**src/rtl/inst_fetch_queue_pkg.sv**
```systemverilog
// Shared constants, types and helpers for the instruction fetch queue.
package inst_fetch_queue_pkg;

  localparam int INST_BITS = 16;

  typedef enum logic [1:0] {
    DES_IDLE,
    DES_BUSY,
    DES_DISCARD
  } des_state_e;

  function automatic int wordChunks(input int nshift);
    return INST_BITS / nshift;
  endfunction

  function automatic int chunkCntBits(input int nshift);
    int wc;
    wc = INST_BITS / nshift;
    return (wc > 1) ? $clog2(wc) : 1;
  endfunction

  function automatic logic [INST_BITS-1:0] signExtend8(input logic [7:0] b);
    return {{8{b[7]}}, b};
  endfunction

  function automatic logic [INST_BITS-1:0] rotRight(input logic [INST_BITS-1:0] w,
                                                    input int nshift);
    return (w >> nshift) | (w << (INST_BITS - nshift));
  endfunction

endpackage

```
**src/rtl/inst_fetch_queue_if.sv**
```systemverilog
// Fetch-side and decoder-side signals of the instruction fetch queue.
// The master modport is the queue itself; slave is the environment around it.
interface inst_fetch_queue_if #(parameter int NSHIFT = 2);
  import inst_fetch_queue_pkg::*;

  logic                 fetch_ready;
  logic                 fetch_data_valid;
  logic [NSHIFT-1:0]    fetch_data;
  logic                 inst_valid;
  logic [INST_BITS-1:0] inst;
  logic                 inst_done;
  logic                 load_imm16;
  logic                 imm16_loaded;
  logic [INST_BITS-1:0] imm_full;
  logic [NSHIFT-1:0]    imm_data_in;
  logic                 next_imm_data;

  modport master (
    output fetch_ready, inst_valid, inst, imm16_loaded, imm_full, imm_data_in,
    input  fetch_data_valid, fetch_data, inst_done, load_imm16, next_imm_data
  );

  modport slave (
    input  fetch_ready, inst_valid, inst, imm16_loaded, imm_full, imm_data_in,
    output fetch_data_valid, fetch_data, inst_done, load_imm16, next_imm_data
  );

endinterface

```
**src/rtl/inst_fetch_queue_chunk_deserializer.sv**
```systemverilog
// Collects NSHIFT-bit chunks (LSB first) into 16-bit words. A word whose
// first chunk arrives without room is swallowed chunk by chunk in DES_DISCARD.
module inst_fetch_queue_chunk_deserializer
  import inst_fetch_queue_pkg::*;
#(
  parameter int NSHIFT = 2
) (
  input  logic                 clk,
  input  logic                 reset,
  input  logic                 flush_i,
  input  logic                 chunkValid_i,
  input  logic [NSHIFT-1:0]    chunkData_i,
  input  logic                 acceptFirst_i,
  output logic                 busy_o,
  output logic                 wordDone_o,
  output logic [INST_BITS-1:0] wordData_o
);

  localparam int WORD_CHUNKS = wordChunks(NSHIFT);
  localparam int CNT_BITS    = chunkCntBits(NSHIFT);
  localparam logic [CNT_BITS-1:0] LAST_CNT = CNT_BITS'(WORD_CHUNKS - 1);

  des_state_e           state_q, state_d;
  logic [CNT_BITS-1:0]  cnt_q, cnt_d;
  logic [INST_BITS-1:0] sr_q, sr_d;
  logic [INST_BITS-1:0] shifted;
  logic                 lastChunk;

  assign lastChunk  = (cnt_q == LAST_CNT);
  assign shifted    = (sr_q >> NSHIFT) | (INST_BITS'(chunkData_i) << (INST_BITS - NSHIFT));
  assign wordData_o = shifted;
  assign busy_o     = (state_q == DES_BUSY);

  // Hold the chunk counter, shift register and word-tracking state
  always_ff @(posedge clk) begin
    if (reset) begin
      state_q <= DES_IDLE;
      cnt_q   <= '0;
      sr_q    <= '0;
    end else begin
      state_q <= state_d;
      cnt_q   <= cnt_d;
      sr_q    <= sr_d;
    end
  end

  // Advance on each chunk; flush drops the partial word and the chunk with it
  always_comb begin
    state_d    = state_q;
    cnt_d      = cnt_q;
    sr_d       = sr_q;
    wordDone_o = 1'b0;
    if (flush_i) begin
      state_d = DES_IDLE;
      cnt_d   = '0;
    end else if (chunkValid_i) begin
      sr_d  = shifted;
      cnt_d = lastChunk ? '0 : cnt_q + 1'b1;
      unique case (state_q)
        DES_IDLE: begin
          if (lastChunk) begin
            wordDone_o = acceptFirst_i;
          end else begin
            state_d = acceptFirst_i ? DES_BUSY : DES_DISCARD;
          end
        end
        DES_BUSY: begin
          wordDone_o = lastChunk;
          if (lastChunk) state_d = DES_IDLE;
        end
        DES_DISCARD: begin
          if (lastChunk) state_d = DES_IDLE;
        end
        default: state_d = DES_IDLE;
      endcase
    end
  end

endmodule

```
**src/rtl/inst_fetch_queue.sv**
```systemverilog
// Instruction fetch queue: deserialises fetched words into a small queue,
// presents the head to the decoder and manages the imm16 register.
// Optional macro INST_QUEUE_BYPASS_EN presents a word completing into an
// empty queue in the same cycle (zero latency).
module inst_fetch_queue
  import inst_fetch_queue_pkg::*;
#(
  parameter int NSHIFT = 2,
  parameter int DEPTH  = 2
) (
  input logic              clk,
  input logic              reset,
  input logic              flush_i,
  inst_fetch_queue_if.master fq
);

  localparam int CNT_W = $clog2(DEPTH + 1);

  logic [INST_BITS-1:0] entry_q [DEPTH];
  logic [INST_BITS-1:0] entry_d [DEPTH];
  logic [CNT_W-1:0]     count_q, count_d;
  logic                 immLoaded_q, immLoaded_d;
  logic [INST_BITS-1:0] immSr_q, immSr_d;
  logic [INST_BITS-1:0] immFull_q, immFull_d;

  logic                 busy;
  logic                 wordDone;
  logic [INST_BITS-1:0] wordData;
  logic                 fetchReady;
  logic                 queueValid;
  logic                 bypassHit;
  logic                 instValid;
  logic                 pop;
  logic                 removeHead;
  logic                 immLoad;
  logic                 storeWord;
  logic                 newHead;
  logic [7:0]           headByte;

  inst_fetch_queue_chunk_deserializer #(.NSHIFT(NSHIFT)) u_deser (
    .clk           (clk),
    .reset         (reset),
    .flush_i       (flush_i),
    .chunkValid_i  (fq.fetch_data_valid),
    .chunkData_i   (fq.fetch_data),
    .acceptFirst_i (fetchReady),
    .busy_o        (busy),
    .wordDone_o    (wordDone),
    .wordData_o    (wordData)
  );

  assign fetchReady = (int'(count_q) + int'(busy)) < DEPTH;
  assign queueValid = (count_q != '0);

`ifdef INST_QUEUE_BYPASS_EN
  assign bypassHit = (count_q == '0) && wordDone;
`else
  assign bypassHit = 1'b0;
`endif

  assign instValid  = queueValid || bypassHit;
  assign pop        = fq.inst_done && instValid;
  assign removeHead = pop && queueValid;
  assign storeWord  = wordDone && !(pop && bypassHit);
  assign immLoad    = fq.load_imm16 && !fq.inst_done && !immLoaded_q && (int'(count_q) >= 2);
  assign newHead    = pop || ((count_q == '0) && wordDone);

  assign fq.fetch_ready  = fetchReady;
  assign fq.inst_valid   = instValid;
  assign fq.inst         = queueValid ? entry_q[0] : (bypassHit ? wordData : '0);
  assign fq.imm16_loaded = immLoaded_q;
  assign fq.imm_full     = immFull_q;
  assign fq.imm_data_in  = immSr_q[NSHIFT-1:0];

  // Register queue entries, occupancy and immediate state
  always_ff @(posedge clk) begin
    if (reset) begin
      for (int i = 0; i < DEPTH; i++) entry_q[i] <= '0;
      count_q     <= '0;
      immLoaded_q <= 1'b0;
      immSr_q     <= '0;
      immFull_q   <= '0;
    end else begin
      entry_q     <= entry_d;
      count_q     <= count_d;
      immLoaded_q <= immLoaded_d;
      immSr_q     <= immSr_d;
      immFull_q   <= immFull_d;
    end
  end

  // Remove (pop or imm16 take), then append the completed word, then update the immediate
  always_comb begin
    entry_d     = entry_q;
    count_d     = count_q;
    immLoaded_d = immLoaded_q;
    immSr_d     = immSr_q;
    immFull_d   = immFull_q;
    headByte    = '0;
    if (flush_i) begin
      count_d     = '0;
      immLoaded_d = 1'b0;
    end else begin
      if (removeHead || immLoad) begin
        for (int i = 0; i < DEPTH - 1; i++) begin
          if (i >= (immLoad ? 1 : 0)) entry_d[i] = entry_q[i+1];
        end
        count_d = count_q - 1'b1;
      end
      if (storeWord) begin
        for (int i = 0; i < DEPTH; i++) begin
          if (count_d == CNT_W'(i)) entry_d[i] = wordData;
        end
        count_d = count_d + 1'b1;
      end
      if (immLoad) begin
        immSr_d     = entry_q[1];
        immFull_d   = entry_q[1];
        immLoaded_d = 1'b1;
      end
      if (newHead) begin
        if (count_d != '0)  headByte = entry_d[0][7:0];
        else if (bypassHit) headByte = wordData[7:0];
        immSr_d     = signExtend8(headByte);
        immFull_d   = signExtend8(headByte);
        immLoaded_d = 1'b0;
      end else if (!immLoad && fq.next_imm_data) begin
        immSr_d = rotRight(immSr_q, NSHIFT);
      end
    end
  end

endmodule

```
**src/flat_wrapper.sv**
```systemverilog
// flat-port wrapper written by rule: the top's interface ports become plain ports
module inst_fetch_queue_flat import inst_fetch_queue_pkg::*;
#(
  parameter int NSHIFT = 2,
  parameter int DEPTH  = 2
)
  (clk, reset, flush_i, fq_fetch_ready, fq_inst_valid, fq_inst, fq_imm16_loaded, fq_imm_full, fq_imm_data_in, fq_fetch_data_valid, fq_fetch_data, fq_inst_done, fq_load_imm16, fq_next_imm_data);
  inst_fetch_queue_if #(.NSHIFT(NSHIFT)) fq_i ();
  input logic clk;
  input logic reset;
  input logic flush_i;
  output wire logic [$bits(fq_i.fetch_ready)-1:0] fq_fetch_ready;
  output wire logic [$bits(fq_i.inst_valid)-1:0] fq_inst_valid;
  output wire logic [$bits(fq_i.inst)-1:0] fq_inst;
  output wire logic [$bits(fq_i.imm16_loaded)-1:0] fq_imm16_loaded;
  output wire logic [$bits(fq_i.imm_full)-1:0] fq_imm_full;
  output wire logic [$bits(fq_i.imm_data_in)-1:0] fq_imm_data_in;
  input wire logic [$bits(fq_i.fetch_data_valid)-1:0] fq_fetch_data_valid;
  input wire logic [$bits(fq_i.fetch_data)-1:0] fq_fetch_data;
  input wire logic [$bits(fq_i.inst_done)-1:0] fq_inst_done;
  input wire logic [$bits(fq_i.load_imm16)-1:0] fq_load_imm16;
  input wire logic [$bits(fq_i.next_imm_data)-1:0] fq_next_imm_data;
  assign fq_fetch_ready = fq_i.fetch_ready;
  assign fq_inst_valid = fq_i.inst_valid;
  assign fq_inst = fq_i.inst;
  assign fq_imm16_loaded = fq_i.imm16_loaded;
  assign fq_imm_full = fq_i.imm_full;
  assign fq_imm_data_in = fq_i.imm_data_in;
  assign fq_i.fetch_data_valid = fq_fetch_data_valid;
  assign fq_i.fetch_data = fq_fetch_data;
  assign fq_i.inst_done = fq_inst_done;
  assign fq_i.load_imm16 = fq_load_imm16;
  assign fq_i.next_imm_data = fq_next_imm_data;
  inst_fetch_queue #(.NSHIFT(NSHIFT), .DEPTH(DEPTH)) u_core (.clk(clk), .reset(reset), .flush_i(flush_i), .fq(fq_i));
endmodule
```
**config.mk**
```make
export PLATFORM = sky130hd
export DESIGN_NAME = inst_fetch_queue_flat
export DESIGN_NICKNAME = d
export VERILOG_FILES = /design/src/rtl/inst_fetch_queue_pkg.sv /design/src/rtl/inst_fetch_queue_if.sv /design/src/rtl/inst_fetch_queue_chunk_deserializer.sv /design/src/rtl/inst_fetch_queue.sv /design/src/flat_wrapper.sv
export SDC_FILE = /design/constraint.sdc
export NUM_CORES = 1
export LEC_CHECK = 0
export ABC_AREA = 1
export BUFFER_PORTS_ARGS = -buffer_cell sky130_fd_sc_hd__buf_2
export CORE_UTILIZATION = 39
export DETAILED_ROUTE_END_ITERATION = 6
export PLACE_DENSITY = 0.54
export SETUP_SLACK_MARGIN = 0.4
export SLEW_MARGIN = 25
export SYNTH_ARGS = -nofsm -noshare
export SYNTH_HDL_FRONTEND = slang
export SYNTH_HIERARCHICAL = 1
export SYNTH_SLANG_ARGS = --single-unit
export TNS_END_PERCENT = 1
```
**constraint.sdc**
```tcl
create_clock -name clk -period 3.4 [get_ports clk]
set_clock_uncertainty 0.15 [all_clocks]
set_input_delay 0.68 -clock clk [delete_from_list [all_inputs] [get_ports clk]]
set_output_delay 0.68 -clock clk [all_outputs]
set_load 0.03 [all_outputs]
```
==> reports/metrics.yaml <==
setup_violations: 0
die_y_um: 106.5
synthMuxAreaShare_pct: 0
synth_most_common_cell: "nand2_1"
min_period_ns: 2.751
syn-num-nets: 600
power.density_nw_per_um2: 425.7
crit_family: "simple AND/OR/NAND/NOR gates"
place_area_um2: 4502
hold_buffers: 0
yosys.area.top_type_share_pct: 40.43
synth.avg_cell_area_um2: 7.291
dp_slack_ns: 0.4297
antenna-diode-count: 0
avgViaCountPerCell: 5.171
routed_wl_mm: 10.76
grt_use_total_pct: 19.96
die_area_um2: 11340
peakVddDrop_v: 0.0003246
tns_ns: 0
worstPathRequired_ns: 3.52
p_total_mw: 2.029
layout_setup_ws_ns: 0.6489
whs_ns: 0.3431
synth-compound-area-share_pct: 26.59
synth_top_family_by_area: "compound AO/OA/AOI/OAI gates"
maxCapViolCount: 0
max_slew_margin_pct: 61.50
finalHoldViolCount: 0
antenna_found_initial: 0
yosysSeqAreaShare_pct: 40.43
finalInstanceArea_um2: 4767
clock-sinks: 86
grt_pass1_wl_mm: 17.84
grt.overflow.total: 0
cp.arrival_ns: 2.88
cp-startpoint: "u_core/count_q[0]"
gp_congestion: 0.7855
cp-start-kind: "flip-flop"
synth_simple_gate_area_share_pct: 18.98
layout-drive-gt1-share_pct: 18.31
crit_fanout: 18
min_path_type: "flip-flop to flip-flop"
htree_levels: 3
grt_max_degree: 57
synth_area_um2: 4258
cp-end-kind: "flip-flop"
die_x_um: 106.5
coreArea_um2: 10460
synth_commonest_cells: "97 x nand2_1, 91 x o21ai_0, 88 x a21oi_1"
critPathKind: "flip-flop to flip-flop"
ant_nets: 0
drv_slew: 0
max_slew.worst_pin.slew_ns: 0.5762
timing.fmax_ghz: 0.3635
io_pins: 46
routedWlPerCell_um: 14.29
rsz0062_at_grt: "false"
synth-adder-area-share_pct: 2.057
clk_pin_slew_ns: 0.09
cp_slowest_cell: "dfxtp_1"
io_buffers: 45
clockRootBuffer: "clkbuf_8"
worst-path-buf-inv: 2
yosysTopAreaCell: "dfxtp_1"
hpwlAfterDp_mm: 7.599
hold_path.startpoint: "u_core/u_deser/cnt_q[2]"
initial_utilization_pct: 40.70
ys_seq_elements: 86
vias: 3894
synth_area_leaders: "dfxtp_1 40%, o21ai_0 11%, a21oi_1 10%"
num_rows: 37
insertion_delay_ns: 0.35
drc: 0
path_cells: "inv_1 -> ha_1 -> inv_1 -> nand2_1 -> nand3_4 -> nand3_1 -> nand2_4 -> ha_1 -> or2_2 -> nand2_1 -> nor2_2 -> nor2_8 -> nand2_8 -> a21oi_1"
numCtsBuffers: 9
synth_edf_count: 0
nets: 629
finalCritPeriodShare_pct: 80.91
r2r-start: "u_core/count_q[0]"
first_global_vias: 3608
synthFlopType: "dfxtp_1"
cts_tree: "done"
synthCells: 584
synthXorXnorAreaFrac_pct: 0
cpPeakStageDelay_ns: 0.38
drtIter0Drc: 164
ys_types: 34
yosys_warnings: 6
p_leak_nw: 2.192
status: "finished clean"
clock_path_buffers: 2
synth-async-reset-ratio_pct: 0
areaGrowthSynthToFinish_pct: 11.96
dr.pass1.iters: 5
-- worst paths after layout --
| path | end | slack [ns] | depth (start not counted) |
|---|---|---|---|
| max | u_core/immSr_q[15] | 0.65 | 14 |
| min | u_core/u_deser/cnt_q[2] | 0.34 | 2 |
| max reg2reg | u_core/immSr_q[15] | 0.65 | 14 |
| min reg2reg | u_core/u_deser/cnt_q[2] | 0.34 | 2 |
-- state kept, by name (all words and copies together), names as in the netlist --
register	flops
u_core/fq.imm16_loaded	1
u_core/entry_q	32
u_core/u_deser/sr_q	14
u_core/count_q	2
u_core/immSr_q	16
u_core/u_deser/state_q	2
u_core/u_deser/cnt_q	3
u_core/fq.imm_full	16
-- where the power goes --
group	switching, mW	internal [mW]
Sequential	0.0103	1.02
Combinational	0.0808	0.0360
Clock	0.372	0.507
-- cell families (layout without fill, tap and decap cells) --
group           count (synthesis)  count (layout)
flops                          86              86
fa+ha+maj                       7               7
buf+inv                       111             144
compound gates                210             210
simple gates                  170             170
-- metal layers --
metal | GRT usage [%] | wire length (um) | vias to the layer above
met5 | 0 | 0 | -
met4 | 4.207 | 63 | 0
met3 | 4.108 | 460 | 4
met2 | 35.11 | 5297 | 99
met1 | 25.10 | 4944 | 1811
li1 | - | - | 1980
-- area by class of cell --
class,instances,area [um2]
repair buffers,56,307.8
clock buffers,10,137.6
inverters,73,286.5
multi-input cells,387,2037
well taps,136,170.2
clock inverters,5,106.4
fillers,1111,5695
flip-flops and latches,86,1722
-- worst register-to-register path: stages, from the launching register on --
cell	delay, ns
dfxtp_1	0.38
inv_1	0.10
ha_1	0.20
inv_1	0.05
nand2_1	0.08
nand3_4	0.15
nand3_1	0.18
nand2_4	0.19
ha_1	0.25
or2_2	0.31
nand2_1	0.08
nor2_2	0.07
nor2_8	0.18
nand2_8	0.14
a21oi_1	0.17
-- what timing repair did --
item,in CTS,in global routing
endpoints found under the hold margin,0,0
setup endpoints to repair,0,25
resized for setup,0,4
setup buffers,0,1
-- cell usage in the layout, fill, tap and decap left out, types with 2 or more instances in the layout --
cell	netlist	final
bufinv_16	0	3
ha_1	7	7
o21ai_0	91	91
nand4_1	9	9
inv_2	5	4
nand2_4	4	3
inv_6	0	2
dfxtp_1	86	86
clkbuf_8	0	10
inv_4	3	3
inv_1	65	65
nor2_8	2	2
o22ai_1	8	8
o21ai_1	8	8
a21oi_2	11	11
a21oi_1	88	88
nand3_1	16	16
nand2_2	9	9
buf_4	4	11
nor2_2	2	2
nand2_1	97	97
buf_2	3	45
nor2_1	26	26
-- stage by stage --
stage / instances / util, %
2_1_floorplan: 584 / -
3_3_place_gp: 737 / 43.03
3_5_place_dp: 737 / 43.03
4_1_cts: 752 / 45.36
5_1_grt: 753 / 45.56
6_report: 753 / 45.56
Note: power is estimated with default switching activity, not from simulation.
